## src/rtl/iopmp_check_arbiter.sv

```systemverilog
// Round-robin sequencer sharing one IOPMP rule-check unit between the AXI AW and AR
// channels; returns a one-cycle registered allow/deny decision to the winning channel.
module iopmp_check_arbiter #(
  parameter int unsigned AddrWidth     = 64,
  parameter int unsigned NsaidWidth    = 4,
  parameter int unsigned TimeoutCycles = 255
) (
  input  logic                  clk_i,
  input  logic                  rst_i,
  input  logic                  aw_valid_i,
  input  logic [AddrWidth-1:0]  aw_addr_i,
  input  logic [7:0]            aw_len_i,
  input  logic [2:0]            aw_size_i,
  input  logic [NsaidWidth-1:0] aw_nsaid_i,
  output logic                  aw_done_o,
  output logic                  aw_allow_o,
  input  logic                  ar_valid_i,
  input  logic [AddrWidth-1:0]  ar_addr_i,
  input  logic [7:0]            ar_len_i,
  input  logic [2:0]            ar_size_i,
  input  logic [NsaidWidth-1:0] ar_nsaid_i,
  output logic                  ar_done_o,
  output logic                  ar_allow_o,
  output logic                  chk_valid_o,
  input  logic                  chk_ready_i,
  output logic [AddrWidth-1:0]  chk_addr_o,
  output logic [7:0]            chk_len_o,
  output logic [2:0]            chk_size_o,
  output logic [NsaidWidth-1:0] chk_nsaid_o,
  output logic                  chk_write_o,
  input  logic                  chk_rsp_valid_i,
  input  logic                  chk_allow_i,
  output logic                  timeout_o
);

  localparam int unsigned    CntW    = (TimeoutCycles > 0) ? $clog2(TimeoutCycles + 1) : 1;
  localparam logic [CntW-1:0] CntLast = CntW'((TimeoutCycles > 0) ? TimeoutCycles - 1 : 0);
  localparam logic [CntW-1:0] CntMax  = '1;

  typedef enum logic [1:0] {IDLE, ISSUE, WAIT, RESP} state_e;

  state_e                r_state;
  logic                  r_prio;
  logic [CntW-1:0]       r_cnt;
  logic                  r_chk_valid;
  logic [AddrWidth-1:0]  r_chk_addr;
  logic [7:0]            r_chk_len;
  logic [2:0]            r_chk_size;
  logic [NsaidWidth-1:0] r_chk_nsaid;
  logic                  r_chk_write;
  logic                  r_aw_done, r_aw_allow, r_ar_done, r_ar_allow;

  logic w_grant, w_grant_write, w_timeout, w_verdict;

  assign w_grant       = aw_valid_i | ar_valid_i;
  // AW wins when it is alone or when it holds priority over a simultaneous AR.
  assign w_grant_write = aw_valid_i & (~ar_valid_i | ~r_prio);
  // A verdict in the expiry cycle takes precedence, so it suppresses the timeout.
  assign w_timeout     = (TimeoutCycles != 0) && (r_state == WAIT) && !chk_rsp_valid_i
                         && (r_cnt == CntLast);
  assign w_verdict     = chk_rsp_valid_i & chk_allow_i;

  always_ff @(posedge clk_i) begin
    if (rst_i) begin
      r_state     <= IDLE;
      r_prio      <= 1'b0;
      r_cnt       <= '0;
      r_chk_valid <= 1'b0;
      r_chk_addr  <= '0;
      r_chk_len   <= '0;
      r_chk_size  <= '0;
      r_chk_nsaid <= '0;
      r_chk_write <= 1'b0;
      r_aw_done   <= 1'b0;
      r_aw_allow  <= 1'b0;
      r_ar_done   <= 1'b0;
      r_ar_allow  <= 1'b0;
    end else begin
      // NOTE: these non-blocking defaults make every decision a one-cycle pulse; a later
      // <= in the same cycle overrides them because the last scheduled update wins.
      r_aw_done  <= 1'b0;
      r_aw_allow <= 1'b0;
      r_ar_done  <= 1'b0;
      r_ar_allow <= 1'b0;
      unique case (r_state)
        IDLE: begin
          if (w_grant) begin
            r_chk_valid <= 1'b1;
            r_chk_write <= w_grant_write;
            r_chk_addr  <= w_grant_write ? aw_addr_i  : ar_addr_i;
            r_chk_len   <= w_grant_write ? aw_len_i   : ar_len_i;
            r_chk_size  <= w_grant_write ? aw_size_i  : ar_size_i;
            r_chk_nsaid <= w_grant_write ? aw_nsaid_i : ar_nsaid_i;
            r_state     <= ISSUE;
          end
        end
        ISSUE: begin
          if (chk_ready_i) begin
            r_chk_valid <= 1'b0;
            r_cnt       <= '0;
            r_state     <= WAIT;
          end
        end
        WAIT: begin
          if (r_cnt != CntMax) r_cnt <= r_cnt + 1'b1;
          if (chk_rsp_valid_i || w_timeout) begin
            r_aw_done  <= r_chk_write;
            r_ar_done  <= ~r_chk_write;
            r_aw_allow <= r_chk_write & w_verdict;
            r_ar_allow <= ~r_chk_write & w_verdict;
            r_state    <= RESP;
          end
        end
        RESP: begin
          r_prio  <= r_chk_write;
          r_state <= IDLE;
        end
        default: r_state <= IDLE;
      endcase
    end
  end

  assign chk_valid_o = r_chk_valid;
  assign chk_addr_o  = r_chk_addr;
  assign chk_len_o   = r_chk_len;
  assign chk_size_o  = r_chk_size;
  assign chk_nsaid_o = r_chk_nsaid;
  assign chk_write_o = r_chk_write;
  assign aw_done_o   = r_aw_done;
  assign aw_allow_o  = r_aw_allow;
  assign ar_done_o   = r_ar_done;
  assign ar_allow_o  = r_ar_allow;
  assign timeout_o   = w_timeout;

endmodule

```

## config.mk

```make
export PLATFORM = sky130hd
export DESIGN_NAME = iopmp_check_arbiter
export DESIGN_NICKNAME = d
export VERILOG_FILES = /design/src/rtl/iopmp_check_arbiter.sv
export SDC_FILE = /design/constraint.sdc
export NUM_CORES = 1
export LEC_CHECK = 0
export BUFFER_PORTS_ARGS = -buffer_cell sky130_fd_sc_hd__buf_2
export CAP_MARGIN = 10
export CORE_MARGIN = 2
export CORE_UTILIZATION = 47
export DETAILED_ROUTE_END_ITERATION = 16
export HOLD_SLACK_MARGIN = 0.12
export PLACE_DENSITY = 0.85
export SLEW_MARGIN = 10
export SYNTH_ARGS = -nofsm -noshare
export SYNTH_HDL_FRONTEND = slang
export SYNTH_SLANG_ARGS = --single-unit
```

## constraint.sdc

```tcl
create_clock -name clk_i -period 4.05 [get_ports clk_i]
set_input_delay 0.6075 -clock clk_i [delete_from_list [all_inputs] [get_ports clk_i]]
set_output_delay 0.6075 -clock clk_i [all_outputs]
set_load 0.005 [all_outputs]
```

==> results of run 1 <==
==> layer usage <==
| layer | vias to the layer above | wire, um | share of wire |
|---|---|---|---|
| li1 | 2099 | - | - |
| met1 | 1867 | 4559 | 0.40 |
| met2 | 128 | 6104 | 0.53 |
| met3 | 23 | 577 | 0.050 |
| met4 | 0 | 280 | 0.024 |
| met5 | - | 0 | 0 |
==> logic make-up after synthesis <==
group	Yosys count	synth area share
simple gates	119	0.1185
compound gates	102	0.1788
xor+xnor	2	0.004058
fa+ha+maj	7	0.02028
buf+inv	44	0.04231
mux	82	0.1910
flops	96	0.4451
==> layout make-up <==
type,instances,area (um^2)
clock buffer,10,127.6
clock inverter,5,58.81
fill,739,3010
inverter,5,18.77
multi-input combinational,312,2232
sequential,96,1922
tap,108,135.1
timing repair buffer,255,1301
==> cell usage after synthesis, drive strengths merged, types with 3 or more instances <==
master / count
nor3: 7
clkbuf: 25
ha: 7
nand2: 8
a21oi: 3
buf: 14
dfxtp: 96
nor2: 86
nand2b: 4
mux2i: 82
inv: 5
a211oi: 80
==> sequential cells by signal, summed over array words and instances, names as in the netlist <==
signal and count:
chk_addr_o 64, chk_len_o 8, r_cnt 8, chk_nsaid_o 4, chk_size_o 3, r_state 2, ar_allow_o 1, ar_done_o 1
aw_allow_o 1, aw_done_o 1, chk_valid_o 1, chk_write_o 1, r_prio 1
==> worst max-delay path, stage by stage, from the launching register on <==
cell,delay [ns]
dfxtp_1,0.35
inv_1,0.11
ha_1,0.40
nand3_1,0.18
nor3b_1,0.23
buf_2,0.16
==> stage by stage <==
step	utilization	setup WS, ns	std cells	hold slack, ns	total power (W)
floorplan	-	2.277	452	0.4550	0.002332
global placement	0.6370	1.887	776	0.4562	0.002817
detailed placement	0.6370	1.728	776	0.4881	0.002888
CTS	0.6581	1.665	791	0.4995	0.003490
global route	0.6581	1.527	791	0.5174	0.003724
finish	0.6581	1.671	791	0.4977	0.003457
==> worst max path at each step <==
stage	from	end	slack [ns]	depth (start not counted)
2_1_floorplan	r_state[1]	r_cnt[7]	2.28	6
4_1_cts	r_state[0]	timeout_o	1.67	5
6_report	r_state[0]	timeout_o	1.67	5
5_1_grt	r_state[0]	timeout_o	1.53	5
3_5_place_dp	ar_valid_i	chk_addr_o[6]	1.73	6
3_3_place_gp	ar_valid_i	chk_len_o[6]	1.89	6
==> power groups by stage <==
stage | registers [W] | clock network (W) | logic, W
3_5_place_dp | 0.00144 | 0 | 0.00145
6_report | 0.00142 | 0.000596 | 0.00144
3_3_place_gp | 0.00143 | 0 | 0.00139
5_1_grt | 0.00146 | 0.000648 | 0.00162
2_1_floorplan | 0.00146 | 0 | 0.000871
4_1_cts | 0.00142 | 0.000617 | 0.00145
==> summary.md, run 1 <==
| Metric | Value |
|---|---|
| IO Port Bufs | `250` |
| Layout cells sized above 1 | `0.4012` |
| Grt met3 use | `0.03691` |
| Final instance area | `0.005796 mm^2` |
| Post-cts repair resize count | `0` |
| Setup TNS | `0 ns` |
| Post-synth top area cell | `dfxtp_1` |
| Power Dens Cells | `596.5 mW/mm^2` |
| Syn Area/Cell | `9.553 um^2` |
| FF-to-FF setup slack | `1.84 ns` |
| Hold Path End | `chk_nsaid_o[0]` |
| Netlist cell types | `42` |
| Worst r2r src | `r_state[0]` |
| Clock power share | `0.172` |
| RD Place Congestion | `0.8520` |
| Synth warnings | `0` |
| DR pass1 iterations | `10` |
| Async S/R FF share, synth | `0` |
| Root buffer cell | `clkbuf_8` |
| DP HPWL | `9024 um` |
| Post-Synthesis Cells | `452` |
| I/O pins | `251` |
| Fmax achieved | `420.3 MHz` |
| Max Root-Sink Buffers | `2` |
| Clk pin slew, worst setup/hold paths | `0.09 ns` |
| Antenna Cells | `0` |
| Leak Pwr | `2.885 nW` |
| RSZ-0062 raised after global routing | `false` |
| Net Count, Synth | `624` |
| Slew at the pin with the worst max-slew slack | `0.9650 ns` |
| Max-slew headroom | `0.3567` |
| Most frequent cells in the layout | `buf_2 (250), dfxtp_1 (96), nor2_1 (86), mux2i_1 (81), a211oi_1 (80)` |
| # nets final | `851` |
| Clock buffer count from CTS | `9` |
| Initial core utilization | `0.4903` |
| Hold Crit Start | `chk_nsaid_o[0]` |
| P_int | `0.002171 W` |
| Vias in the first global route | `4068` |
| Area growth, synth to finish | `34.22%` |
| Postcts setup bufs | `0` |
| Synth Register Bits | `96` |
| Die Span X | `99.85 um` |
| Data arrival, critical path | `1.77 ns` |
| Tot GR Track Use | `0.2212` |
| WS Path Type | `reg2out` |
| Tmin final | `2.379 ns` |
| R2r endpoint | `chk_addr_o[6]` |
| Crit-path max FO | `10` |
| Seq pwr share | `0.411` |
| Clock Latency Late Sink | `0.34 ns` |
| First-pass GRT wire length | `18030 um` |
| Hold Path Stages | `2` |
| Routed WL | `11520 um` |
| Final setup vio count | `0` |
| DR WL/cell | `14.57 um` |
| Crit path required time | `3.44 ns` |
| Post-DP Area | `0.005609 mm^2` |
| Htree depth | `3` |
| Slew Viols, Final | `0` |
| Vias | `4117` |
| Number of DRC markers in iteration 0 | `54` |
| Initial antenna violation count | `0` |
| Top cell type's share of synthesized area | `0.4451` |
| Met2 Usage GRT | `0.4184` |
| Final Hold Fails | `0` |
| Synth top area cells | `dfxtp_1 (45%), mux2i_1 (19%), a211oi_1 (14%)` |
| Ys flop type | `dfxtp_1` |
| # DRC | `1` |
| P_sw | `0.001286 W` |
| Clk_skew | `0.009766 ns` |
| Die area | `0.009970 mm^2` |
| Hold Path Class | `reg2reg` |
| Total grt overflow | `0` |
| Most common cell after layout, fill and taps aside | `buf_2` |
| Synthesized area | `0.004318 mm^2` |
| Antenna-violating nets left | `0` |
| CTS tree | `yes` |
| Grt met1 use | `0.2468` |
| Post-synth EDFFs | `0` |
| Peak supply drop | `0.3405 mV` |
| Failing checks | `DRC` |
| Status | `finished with violations` |
| Core area | `0.008806 mm^2` |
| CP endpoint kind | `output port` |
| CTS sink count | `96` |
| Hold buffers post-CTS | `0` |
| Die Height | `99.85 um` |
| Via/cell ratio | `5.205` |
| Worst setup SP type | `flop` |
| Seq/Total Area, Yosys | `0.4451` |
| Worst R2R Path Depth | `6` |
| Max-Cap Viols | `0` |
| GRT busiest layer | `met2` |
| Final period util | `0.5874` |
| Sw Share | `0.3719` |
| Logic gate share of total power | `0.417` |
| Core Rows | `34` |
| Largest net degree at the start of global routing | `83` |
No activity file was read; power rests on OpenSTA's default activity.
==> inputs of run 2 (changes only) <==
CORE_UTILIZATION = 40   (was 47)
PLACE_DENSITY = 0.77   (was 0.85)
clock period = 2.1 ns   (was 4.05 ns; I/O delays follow)
==> run 2 against run 1 <==
  * Final cell count rose by 4.2%
  * Sequential power rose by 92%
  * Register-to-register slack worse by 1.7 ns
  * First-iteration DRC count rose to 2.9 times the previous value
  * Highest routed layer unchanged
  * Clock skew is 0.0017 ns lower
  * Critical endpoint unchanged
  * Non-clock buffer count is 4 higher
  * Clock power up 100%
  * Combinational power grew 96%
  * Largest power group unchanged
  * The run now ends clean
  * Utilization down 8.9 points
  * Global-route usage shrank 2.8 points
  * Critical path type unchanged
  * Design area increased by 2.2%
==> summary.md, run 2 (synthesized netlist as in run 1, its figures left out) <==
| Metric | Value |
|---|---|
| Status | `completed` |
| Initial antenna violation count | `0 (unchanged)` |
| Worst R2R Path Depth | `6 (unchanged)` |
| Reg area | `0.001923 mm^2 (about the same)` |
| Worst path max stage delay | `0.35 ns (-0.05 ns)` |
| Worst setup SP type | `flop` |
| Final core area utilization | `0.5686 (-0.08949)` |
| Die Height | `107.9 um (+8.1%)` |
| Postcts setup bufs | `0 (unchanged)` |
| I/O pins | `251 (unchanged)` |
| Largest net degree at the start of global routing | `85 (+2.4%)` |
| Power Dens Cells | `1143 mW/mm^2 (+92%)` |
| Vias | `4141 (+0.58%)` |
| Leak Pwr | `2.934 nW (+1.7%)` |
| Crit-path max FO | `9 (-1)` |
| RSZ-0062 raised after global routing | `false` |
| Initial core utilization | `0.4145 (-0.07580)` |
| Final setup vio count | `0 (unchanged)` |
| Core Rows | `37 (+8.8%)` |
| Most frequent cells in the layout | `buf_2 (250), dfxtp_1 (95), nor2_1 (86), mux2i_1 (81), a211oi_1 (80)` |
| Final Hold Fails | `0 (unchanged)` |
| Antenna-violating nets left | `0 (unchanged)` |
| Non-Filler Instances | `824 (+4.2%)` |
| RD Place Congestion | `0.9082 (+6.6%)` |
| Clock buffer count from CTS | `9 (unchanged)` |
| CTS tree | `yes` |
| Peak supply drop | `0.5651 mV (+66%)` |
| Worst r2r src | `r_state[1]` |
| Area growth, synth to finish | `37.18%` |
| Setup TNS | `0 ns (unchanged)` |
| CP max-delay cell | `dfxtp_1` |
| Max-slew headroom | `0.7096 (+0.3529)` |
| DP HPWL | `9056 um (+0.36%)` |
| CP endpoint kind | `output port` |
| Overall power | `0.006769 W (+96%)` |
| FF-to-FF setup slack | `0.19 ns (-1.65 ns)` |
| Crit path required time | `1.78 ns (-1.66 ns)` |
| Largest delay share family, worst path | `buffers and inverters` |
| CTS sink count | `96 (unchanged)` |
| WS Path Type | `reg2out` |
| CP Launch Point | `r_state[0]` |
| Most common cell after layout, fill and taps aside | `buf_2` |
| Die Span X | `107.9 um (+8.1%)` |
| Slew at the pin with the worst max-slew slack | `0.4356 ns (-0.5294 ns)` |
| Fillcell total | `950 (+29%)` |
| Routed WL | `11510 um (about the same)` |
| Via/cell ratio | `5.025 (-3.4%)` |
| Max reg flops | `64 (unchanged)` |
| Max Root-Sink Buffers | `2 (unchanged)` |
| Critical Path Stages | `6 (+1)` |
| # nets final | `855 (+0.47%)` |
| Slew Viols, Final | `0 (unchanged)` |
| DR WL/cell | `13.97 um (-4.1%)` |
| Htree depth | `3 (unchanged)` |
| Clk_skew | `0.008027 ns (-0.001739 ns)` |
| Core area | `0.01042 mm^2 (+18%)` |
| Fmax achieved | `514.9 MHz` |
| Total grt overflow | `0 (unchanged)` |
| Worst hold slack | `0.2231 ns (-0.2746 ns)` |
| Vias in the first global route | `4019 (-1.2%)` |
| Tmin final | `1.942 ns` |
| Clk pin slew, worst setup/hold paths | `0.09 ns (about the same)` |
| Antenna Cells | `0 (unchanged)` |
| Setup crit end | `timeout_o` |
| Data arrival, critical path | `1.63 ns (-0.14 ns)` |
| Worst Path Buf+Inv | `3 (+1)` |
| Tot GR Track Use | `0.1930 (-0.02820)` |
| Root buffer cell | `clkbuf_8` |
| Clock Latency Late Sink | `0.35 ns (about the same)` |
| Multi-input gate area | `0.002232 mm^2 (unchanged)` |
| Layout cells sized above 1 | `0.4070 (+0.005805)` |
| Final period util | `0.9248` |
| IO Port Bufs | `250 (unchanged)` |
| Number of DRC markers in iteration 0 | `154 (+190%)` |
| Crit-path cells | `inv_1 -> ha_1 -> buf_4 -> nand3_1 -> nor3b_1 -> buf_2` |
| R2r endpoint | `r_cnt[7]` |
| # DRC | `0 (-1)` |
| DR pass1 iterations | `4 (-6)` |
| Die area | `0.01164 mm^2 (+17%)` |
| Max-Cap Viols | `0 (unchanged)` |
| Hold Path Class | `in2reg` |
| First-pass GRT wire length | `18080 um (+0.31%)` |
| Post-placement cell count | `808 (+4.1%)` |
==> run 2: cell types whose count changed in the layout (fill, tap and decap cells not counted), sizes merged <==
cell / previous run / this run
clkinvlp: 2 / 1
buf: 255 / 259
clkinv: 2 / 3
clkbuf: 10 / 11
==> run 2: worst min-delay path, delay by kind of cell <==
family / cells / cell delay, ns
buffers and inverters: 1 / 0.10
and+or+nand+nor: 2 / 0.12
==> run 2: power by group <==
| part | internal, W | total (W) | switching [W] | leakage [nW] |
|---|---|---|---|---|
| clock | 0.000582 | 0.00121 | 0.000628 | 0.0993 |
| combinational | 0.00126 | 0.00282 | 0.00156 | 2.04 |
| sequential | 0.00243 | 0.00273 | 0.000305 | 0.795 |
==> run 2: layout make-up <==
class / instances / area share
Tap cell: 136 / 0.02873
Clock inverter: 5 / 0.009506
Sequential cell: 96 / 0.3247
Multi-Input combinational cell: 312 / 0.3768
Clock buffer: 11 / 0.02387
Inverter: 5 / 0.003169
Timing Repair Buffer: 259 / 0.2332
==> run 2: how the worst min path moves through the flow <==
stage           startpoint     endpoint  cells past startpoint  slack, ns
6_report       chk_allow_i   ar_allow_o                      3       0.22
5_1_grt        chk_allow_i   ar_allow_o                      3       0.22
4_1_cts        chk_allow_i   ar_allow_o                      3       0.21
3_5_place_dp   chk_valid_o  chk_valid_o                      2       0.47
3_3_place_gp   chk_valid_o  chk_valid_o                      2       0.47
2_1_floorplan       r_prio       r_prio                      2       0.45
==> run 2: through the flow <==
step	instance area (um^2)	worst slack, ns
2_1_floorplan	4318	0.3274
3_3_place_gp	5724	0.2690
3_5_place_dp	5724	0.1449
4_1_cts	5922	0.1297
5_1_grt	5923	0.0005534
6_report	5923	0.1578
==> run 2: routing by layer <==
layer	up-vias	wire, um	track usage
met4	0	199	0.08059
met1	1853	4723	0.2276
met3	21	665	0.04479
met5	-	0	0
met2	142	5923	0.3347
li1	2125	-	-
==> run 2: repair_timing <==
action / in CTS / in global routing
setup endpoints to repair: 0 / 1
resized for setup: 0 / 1
hold buffers: 0 / 0
